<file path="config.mk">
export PLATFORM = sky130hd
export DESIGN_NAME = programmable_sample_clock_divider_flat
export DESIGN_NICKNAME = d
export VERILOG_FILES = /design/src/rtl/programmable_sample_clock_divider_if.sv /design/src/rtl/programmable_sample_clock_divider.sv /design/src/flat_wrapper.sv
export SDC_FILE = /design/constraint.sdc
export NUM_CORES = 1
export LEC_CHECK = 0
export CORE_MARGIN = 4
export CORE_UTILIZATION = 60
export CTS_BUF_LIST = sky130_fd_sc_hd__clkbuf_8
export CTS_CLUSTER_DIAMETER = 80
export DETAILED_ROUTE_END_ITERATION = 12
export GPL_ROUTABILITY_DRIVEN = 0
export PLACE_DENSITY = 0.88
export SLEW_MARGIN = 20
export SYNTH_ARGS = -nofsm -noshare
export SYNTH_HDL_FRONTEND = slang
export SYNTH_SLANG_ARGS = --single-unit
</file>
<file path="constraint.sdc">
create_clock -name clk -period 7.2 [get_ports clk]
set_clock_uncertainty 0.15 [all_clocks]
set_input_delay 1.44 -clock clk [delete_from_list [all_inputs] [get_ports clk]]
set_output_delay 1.44 -clock clk [all_outputs]
set_load 0.02 [all_outputs]
</file>
<file path="src/rtl/programmable_sample_clock_divider_if.sv">
`default_nettype none
// ============================================================================
// Module   : programmable_sample_clock_divider_if
// Purpose  : Control/strobe bundle of the programmable sample clock divider.
//            The master side requests a divisor and enables the divider.
//            The slave side (the divider) returns the sample strobes and status.
// Signals  : enable       master -> slave   run the divider
//            div_load     master -> slave   1-cycle divisor capture strobe
//            div_value    master -> slave   requested clocks per sample
//            sample_now   slave  -> master  1-cycle tick per sample period
//            sample_early slave  -> master  1-cycle tick LEAD clocks earlier
//            phase        slave  -> master  current count
//            div_active   slave  -> master  divisor currently in use
//            load_pending slave  -> master  divisor waiting for the boundary
//            sample_count slave  -> master  sample_now ticks, modulo 2^SCNT_W
// Revision : 1.0 - initial release
// ============================================================================
interface programmable_sample_clock_divider_if #(
    parameter int CNT_W  = 16,
    parameter int SCNT_W = 8
);
    logic              enable;
    logic              div_load;
    logic [CNT_W-1:0]  div_value;
    logic              sample_now;
    logic              sample_early;
    logic [CNT_W-1:0]  phase;
    logic [CNT_W-1:0]  div_active;
    logic              load_pending;
    logic [SCNT_W-1:0] sample_count;

    modport master (
        output enable, div_load, div_value,
        input  sample_now, sample_early, phase, div_active, load_pending,
               sample_count
    );

    modport slave (
        input  enable, div_load, div_value,
        output sample_now, sample_early, phase, div_active, load_pending,
               sample_count
    );
endinterface
`default_nettype wire

</file>
<file path="src/rtl/programmable_sample_clock_divider.sv">
`default_nettype none
// ============================================================================
// Module   : programmable_sample_clock_divider
// Purpose  : Sample-rate strobe generator with a run-time divisor. Emits
//            sample_now every div_active clocks and sample_early LEAD clocks
//            before it. A new divisor is shadow-buffered and applied only at
//            a period boundary so the rate changes glitch-free.
// Ports    : clk  in   system clock, rising edge
//            rst  in   synchronous, active-high reset
//            bus  slave modport of programmable_sample_clock_divider_if
//                 (enable/div_load/div_value in; strobes, phase, div_active,
//                 load_pending, sample_count out)
// Revision : 1.0 - initial release
// ============================================================================
module programmable_sample_clock_divider #(
    parameter int CNT_W       = 16,
    parameter int DEFAULT_DIV = 256,
    parameter int LEAD        = 1,
    parameter int SCNT_W      = 8
) (
    input  wire logic                        clk,
    input  wire logic                        rst,
    programmable_sample_clock_divider_if.slave bus
);
    // Smallest usable divisor: keeps div_active-1-LEAD from underflowing.
    localparam logic [CNT_W-1:0] c_min_div     = CNT_W'(LEAD + 1);
    localparam logic [CNT_W-1:0] c_lead        = CNT_W'(LEAD);
    localparam logic [CNT_W-1:0] c_default_raw = CNT_W'(DEFAULT_DIV);
    localparam logic [CNT_W-1:0] c_default_div =
        (c_default_raw < c_min_div) ? c_min_div : c_default_raw;

    logic [CNT_W-1:0]  r_count;
    logic [CNT_W-1:0]  r_div_active;
    logic [CNT_W-1:0]  r_pending;
    logic              r_load_pending;
    logic [SCNT_W-1:0] r_sample_count;

    logic [CNT_W-1:0]  w_div_m1;
    logic [CNT_W-1:0]  w_clamped;
    logic              w_at_end;
    logic              w_boundary;
    logic              w_apply;

    assign w_div_m1  = r_div_active - 1'b1;
    assign w_clamped = (bus.div_value < c_min_div) ? c_min_div : bus.div_value;
    // ">=" rather than "==" so the counter can never run past the period end.
    assign w_at_end   = (r_count >= w_div_m1);
    assign w_boundary = bus.enable && w_at_end;
    // While disabled the count is parked at 0, so every edge acts as a boundary
    // and any requested divisor is applied immediately.
    assign w_apply    = w_boundary || !bus.enable;

    always_ff @(posedge clk) begin
        if (rst) begin
            r_count <= '0;
        end else if (!bus.enable || w_at_end) begin
            r_count <= '0;
        end else begin
            r_count <= r_count + 1'b1;
        end
    end

    always_ff @(posedge clk) begin
        if (rst) begin
            r_div_active   <= c_default_div;
            r_pending      <= c_default_div;
            r_load_pending <= 1'b0;
        end else if (w_apply) begin
            // A load in the boundary cycle itself wins over the shadow value.
            if (bus.div_load) begin
                r_div_active <= w_clamped;
            end else if (r_load_pending) begin
                r_div_active <= r_pending;
            end
            r_load_pending <= 1'b0;
        end else if (bus.div_load) begin
            r_pending      <= w_clamped;
            r_load_pending <= 1'b1;
        end
    end

    always_ff @(posedge clk) begin
        if (rst) begin
            r_sample_count <= '0;
        end else if (w_boundary) begin
            r_sample_count <= r_sample_count + 1'b1;
        end
    end

    assign bus.sample_now   = w_boundary;
    assign bus.sample_early = bus.enable && (r_count == (w_div_m1 - c_lead));
    assign bus.phase        = r_count;
    assign bus.div_active   = r_div_active;
    assign bus.load_pending = r_load_pending;
    assign bus.sample_count = r_sample_count;
endmodule
`default_nettype wire
</file>
<file path="src/flat_wrapper.sv">
// flat-port wrapper written by rule: the top's interface ports become plain ports
module programmable_sample_clock_divider_flat 
#(
    parameter int CNT_W       = 16,
    parameter int DEFAULT_DIV = 256,
    parameter int LEAD        = 1,
    parameter int SCNT_W      = 8
)
  (clk, rst, bus_enable, bus_div_load, bus_div_value, bus_sample_now, bus_sample_early, bus_phase, bus_div_active, bus_load_pending, bus_sample_count);
  programmable_sample_clock_divider_if #(.CNT_W(CNT_W), .SCNT_W(SCNT_W)) bus_i ();
  input  wire logic clk;
  input  wire logic rst;
  input wire logic [$bits(bus_i.enable)-1:0] bus_enable;
  input wire logic [$bits(bus_i.div_load)-1:0] bus_div_load;
  input wire logic [$bits(bus_i.div_value)-1:0] bus_div_value;
  output wire logic [$bits(bus_i.sample_now)-1:0] bus_sample_now;
  output wire logic [$bits(bus_i.sample_early)-1:0] bus_sample_early;
  output wire logic [$bits(bus_i.phase)-1:0] bus_phase;
  output wire logic [$bits(bus_i.div_active)-1:0] bus_div_active;
  output wire logic [$bits(bus_i.load_pending)-1:0] bus_load_pending;
  output wire logic [$bits(bus_i.sample_count)-1:0] bus_sample_count;
  assign bus_i.enable = bus_enable;
  assign bus_i.div_load = bus_div_load;
  assign bus_i.div_value = bus_div_value;
  assign bus_sample_now = bus_i.sample_now;
  assign bus_sample_early = bus_i.sample_early;
  assign bus_phase = bus_i.phase;
  assign bus_div_active = bus_i.div_active;
  assign bus_load_pending = bus_i.load_pending;
  assign bus_sample_count = bus_i.sample_count;
  programmable_sample_clock_divider #(.CNT_W(CNT_W), .DEFAULT_DIV(DEFAULT_DIV), .LEAD(LEAD), .SCNT_W(SCNT_W)) u_core (.clk(clk), .rst(rst), .bus(bus_i));
endmodule
</file>
## After elaboration in Yosys (flattened, before gate mapping)

Cells that the tools add are included.
Widths: inputs -> output; s select.

| word-level totals | value |
|---|---|
| memories kept | 0 |
| bits of input ports | 20 |
| memory bits (read-only) | 0 |
| register bits after elaboration | 57 |
| latch bits | 0 |
| bits in writable memories | 0 |
| word-level logic and storage cells | 26 |
| output and inout port bits | 43 |

| operators by class | value |
|---|---|
| shift-type cells | 0 |
| bitwise gates (word level) | 1 |
| $add $sub $neg | 4 |
| eq/ne operators | 1 |
| $mul | 0 |
| reduce and logical (&&, ||, !) cells | 10 |
| muxes and demuxes | 3 |
| divide/modulo/power cells | 0 |
| $lt $le $gt $ge | 2 |

Operators by type and width:

| operator | count |
|---|---|
| $mux 16 | 3 |
| $sub 16x1->16 const B | 2 |
| $add 16x1->16 const B | 1 |
| $eq 16x16->1 | 1 |
| $ge 16x16->1 | 1 |
| $lt 16x2->1 const B | 1 |
| $add 8x1->8 const B | 1 |
| $reduce_and 2->1 | 2 |
| $reduce_or 2->1 | 2 |
| $logic_and 1x1->1 | 2 |
| $logic_or 1x1->1 | 2 |
| $reduce_bool 2->1 | 1 |
| $logic_not 1->1 | 1 |
| $not 1->1 | 1 |

## Depth between registers and ports, before layout

Gate-level depths: netlist of run 1.

| depth | value |
|---|---|
| depth in word-level cells | 6 |
| depth in mapped cells | 19 |
| mapped depth without buffers | 15 |

## Worst setup path after synthesis of run 1

Ideal clock, no wire load.

| timing | value |
|---|---|
| path kind | reg2out |
| start point | reg u_core.r_div_active[0], in the netlist u_core.bus.div_active[0] |
| end point | out bus_sample_early |
| arrival | 3.269 ns |
| setup slack | 2.341 ns |
| stages on the path, launching flop included | 12 |
| data required time | 5.610 ns |
| buffers on the path | 1 |
| cells stage by stage | dfxtp_1 buf_6 inv_1 ha_1 or3b_1 o31ai_1 o211ai_1 a2111oi_0 mux2_2 mux2i_1 a21oi_1 nor4b_2 |

| between the ends | value |
|---|---|
| cells in the longest elaborated chain, start to end | 4 |

Ends and longest elaborated chain:

| item | RTL line | source |
|---|---|---|
| start: declaration | programmable_sample_clock_divider.sv:33 | `logic [CNT_W-1:0] r_div_active;` |
| start signal: assignment | programmable_sample_clock_divider.sv:65 | `r_div_active <= c_default_div;` |
| start signal: assignment | programmable_sample_clock_divider.sv:71 | `r_div_active <= w_clamped;` |
| start signal: assignment | programmable_sample_clock_divider.sv:73 | `r_div_active <= r_pending;` |
| $sub 16x1->16 | programmable_sample_clock_divider.sv:44 | `assign w_div_m1 = r_div_active - 1'b1;` |
| $sub 16x1->16 | programmable_sample_clock_divider.sv:91 | `assign bus.sample_early = bus.enable && (r_count == (w_div_m1 - c_lead));` |
| $eq 16x16->1 | programmable_sample_clock_divider.sv:91 |  |
| $logic_and 1x1->1 | programmable_sample_clock_divider.sv:91 |  |
| end: declaration | flat_wrapper.sv:17 | `output wire logic [$bits(bus_i.sample_early)-1:0] bus_sample_early;` |

Every way passes these cells.

## Worst setup path after layout of run 1

| timing | value |
|---|---|
| start point | reg u_core.r_div_active[0], in the netlist u_core.bus.div_active[0] |
| end point | out bus_sample_now |

| between the ends | value |
|---|---|
| cells in the longest elaborated chain, start to end | 3 |

Ends and longest elaborated chain:

| item | RTL line | source |
|---|---|---|
| $sub 16x1->16 | programmable_sample_clock_divider.sv:44 |  |
| $ge 16x16->1 | programmable_sample_clock_divider.sv:47 | `assign w_at_end = (r_count >= w_div_m1);` |
| $logic_and 1x1->1 | programmable_sample_clock_divider.sv:48 | `assign w_boundary = bus.enable && w_at_end;` |
| end: declaration | flat_wrapper.sv:16 | `output wire logic [$bits(bus_i.sample_now)-1:0] bus_sample_now;` |

Every way passes these cells.

==> results of run 1 <==
[final timing paths]
| path | cells after the start | endpoint | slack (ns) | from |
|---|---|---|---|---|
| setup / recovery | 14 | bus_sample_now | 1.01 | u_core.bus.div_active[0] |
| hold / removal | 1 | u_core.r_pending[8] | 0.34 | u_core.r_pending[8] |
| setup reg to reg | 14 | u_core.bus.div_active[8] | 2.33 | u_core.bus.div_active[0] |
| hold reg to reg | 1 | u_core.r_pending[8] | 0.34 | u_core.r_pending[8] |
[layout by cell type (no fill, tap or decap), types with 7 or more instances in the layout]
cell	instances
nand4_1	12
clkdlybuf4s50_1	62
xnor2_1	24
nor4_1	7
a211oi_1	17
ha_1	20
clkbuf_8	9
inv_1	16
dfxtp_1	57
nor3_1	7
nand2_1	13
o21ai_0	7
xor2_1	26
nor2_1	70
mux2i_1	31
nand3_1	19
[metal layers]
metal,vias up,share of wire (%),global-route usage [%]
met5,-,0,0
met4,0,1.0,6.97
met3,9,5.2,5.58
met2,89,50,40.9
met1,1543,44,29.9
li1,1626,-,-
[sequential cells by signal, indices dropped and copies added (netlist names)]
signal	count
u_core.bus.load_pending	1
u_core.bus.div_active	16
u_core.bus.sample_count	8
u_core.bus.phase	16
u_core.r_pending	16
[final cells by class]
class	count	area (um^2)
Clock buffer	9	124
Clock inverter	7	63.8
Fill cell	457	1500
Inverter	14	52.6
Multi-Input combinational cell	332	2420
Sequential cell	57	1140
Tap cell	75	93.8
Timing Repair Buffer	64	636
[per-stage QoR]
stage	util [%]	instances	hold WS [ns]	area, um^2
3_5_place_dp	72.1	542	0.321	4340
5_1_grt	75.2	558	0.355	4530
6_report	75.2	558	0.337	4530
4_1_cts	75.2	558	0.337	4530
3_3_place_gp	72.1	542	0.289	4340
2_1_floorplan	-	427	0.281	3790
[kinds of logic (layout without fill, tap and decap cells)]
family | after synthesis | count (layout) | synth area share (%)
fa+ha+maj | 20 | 20 | 6.60
xor+xnor | 53 | 53 | 13.2
flops | 57 | 57 | 30.1
compound gates | 54 | 54 | 10.4
buf+inv | 38 | 94 | 6.14
mux | 34 | 34 | 9.07
simple gates | 171 | 171 | 24.5
[worst register-to-register path: cells and delay by family (launching register included)]
family | cells | cell delay [ns]
buffers and inverters | 1 | 0.17
AND/OR/NAND/NOR | 5 | 1.33
AO/OA/AOI/OAI | 6 | 2.07
adder cells (fa/ha/maj) | 2 | 0.60
flip-flops | 1 | 0.44
[where the power goes]
part           leakage [nW]  internal, mW  switching, mW
combinational          1.24        0.0894          0.102
clock                 0.102         0.156          0.133
sequential            0.465         0.327         0.0194
total                  1.81         0.573          0.254
==> run_results.csv, run 1 <==
group,metric,value,unit
floorplan,start_util,62.9,%
clock_network,holdBufCountCts,0,
timing,relSlewSlack,30.4,%
synth,ys_seq_elements,57,
critical_path,worst-path-buf-inv,3,
clock_network,cts_tree,"done",
critical_path,worst_ep_required_time,5.61,ns
critical_path,critPathMaxFanout,12,
synth,syn-instance-count,427,
timing,hold_viol_final,0,
placed_design,port_buffers,62,
grt,grt-ovfl-total,0,
floorplan,rows,28,
synth,postSynthAreaPerCell,8.88,um^2
clock_network,cts_setup_buffers,0,
synth,synth_most_common_cell,"nor2_1",
grt,grt_pass1_vias,3110,
critical_path,critPathTopFamily,"simple AND/OR/NAND/NOR gates",
critical_path,cpPeakStageDelay,0.61,ns
cells_and_area,layout-drive-gt1-share,7.45,%
synth,yosys-top-cells-count,"nor2_1 (70), dfxtp_1 (57), mux2i_1 (31)",
status,outcome,"complete, no violations",
grt,grtUsageTotal,23.9,%
clock_network,cts_made_buffers,9,
clock_network,root_buffer,"clkbuf_8",
power,powerDensity,183,nW/um^2
critical_path,arrival,4.60,ns
floorplan,die_area,7660,um^2
power,total_leakage_power,1.81,nW
cells_and_area,num-nets-final,518,
timing,tightestPinTransition,1.04,ns
routing,post_drt_wl_per_cell,15.4,um
clock_network,ctsResizeCount,0,
synth,yosys_warnings,0,
critical_path,critical_path.cell_chain,"inv_1, ha_1, nor3b_2, nand2_1, or3_1, and2_1, ha_1, o21a_1, o21ai_0, a211oi_1, a311o_1, nand2_1, inv_1, clkdlybuf4s50_1",
synth,synth_area,3790,um^2
placed_design,dp_slack,1.48,ns
cells_and_area,area_growth,19.4,%
critical_path,worstSetupPathType,"reg -> out",
min_path,min-delay-path-class,"reg -> reg",
synth,synth_ff_type,"dfxtp_1",
clock_network,path_clk_slew,0.07,ns
timing,min_period,6.19,ns
job,cap_violations,0,
timing,rsz0062_at_grt,"no",
timing,finalSetupViolCount,0,
timing,setup_tns,0,ns
critical_path,slowest_stage,"clkdlybuf4s50_1",
routing,drt_iter0_drc,144,
routing,viasPerCell,5.85,
floorplan,die_y,87.5,um
critical_path,startpoint_type,"flip-flop",
timing,maxSlewViolCount,0,
synth,ys_seq_area_share,30.1,%
timing,period_share,85.9,%
floorplan,coreArea,6030,um^2
synth,synth_edf_count,0,
power,peakVddDrop,0.000169,V
synth,synth_area_leader_cell,"dfxtp_1",
clock_network,clk_latency,0.35,ns
synth,synth_nets,467,
grt,grt_max_degree,42,
floorplan,ioPinCount,63,
grt,grt_pass1_wl,14500,um
critical_path,critPathCaptureType,"output port",
clock_network,clock_sinks,57,
synth,synth_top_area_share,30.1,%
power,power,828,uW
clock_network,clockBufferDepth,2,
synth,ys_top_cells_by_area,"dfxtp_1 (30%), mux2i_1 (8.2%), nor2_1 (6.9%), ha_1 (6.6%), xor2_1 (6.0%)",
placed_design,hpwlAfterDp,6380,um
synth,async_reset_ff_share,0,%
routing,drt_first_pass_iters,4,
routing,final_antenna_net_count,0,
synth,synthDistinctLibCells,62,
timing,fmax,162,MHz
clock_network,h-tree-depth,3,
grt,antenna_found_initial,0,
routing,dr_total_vias,3267,
floorplan,die_width,87.5,um
routing,routed_wl,8620,um
timing,finalWorstSetupSlack,1.01,ns
cells_and_area,diodes,0,
routing,drc,0,
Note: power is estimated with default switching activity, not from simulation.
==> inputs of run 2 (changes only) <==
CTS_CLUSTER_DIAMETER = 40   (was 80)
SKIP_LAST_GASP = 1   (was not set)
SLEW_MARGIN = not set   (was 20)
==> results of run 2 <==
Final layout, timing and power as in run 1 (identical DEF).
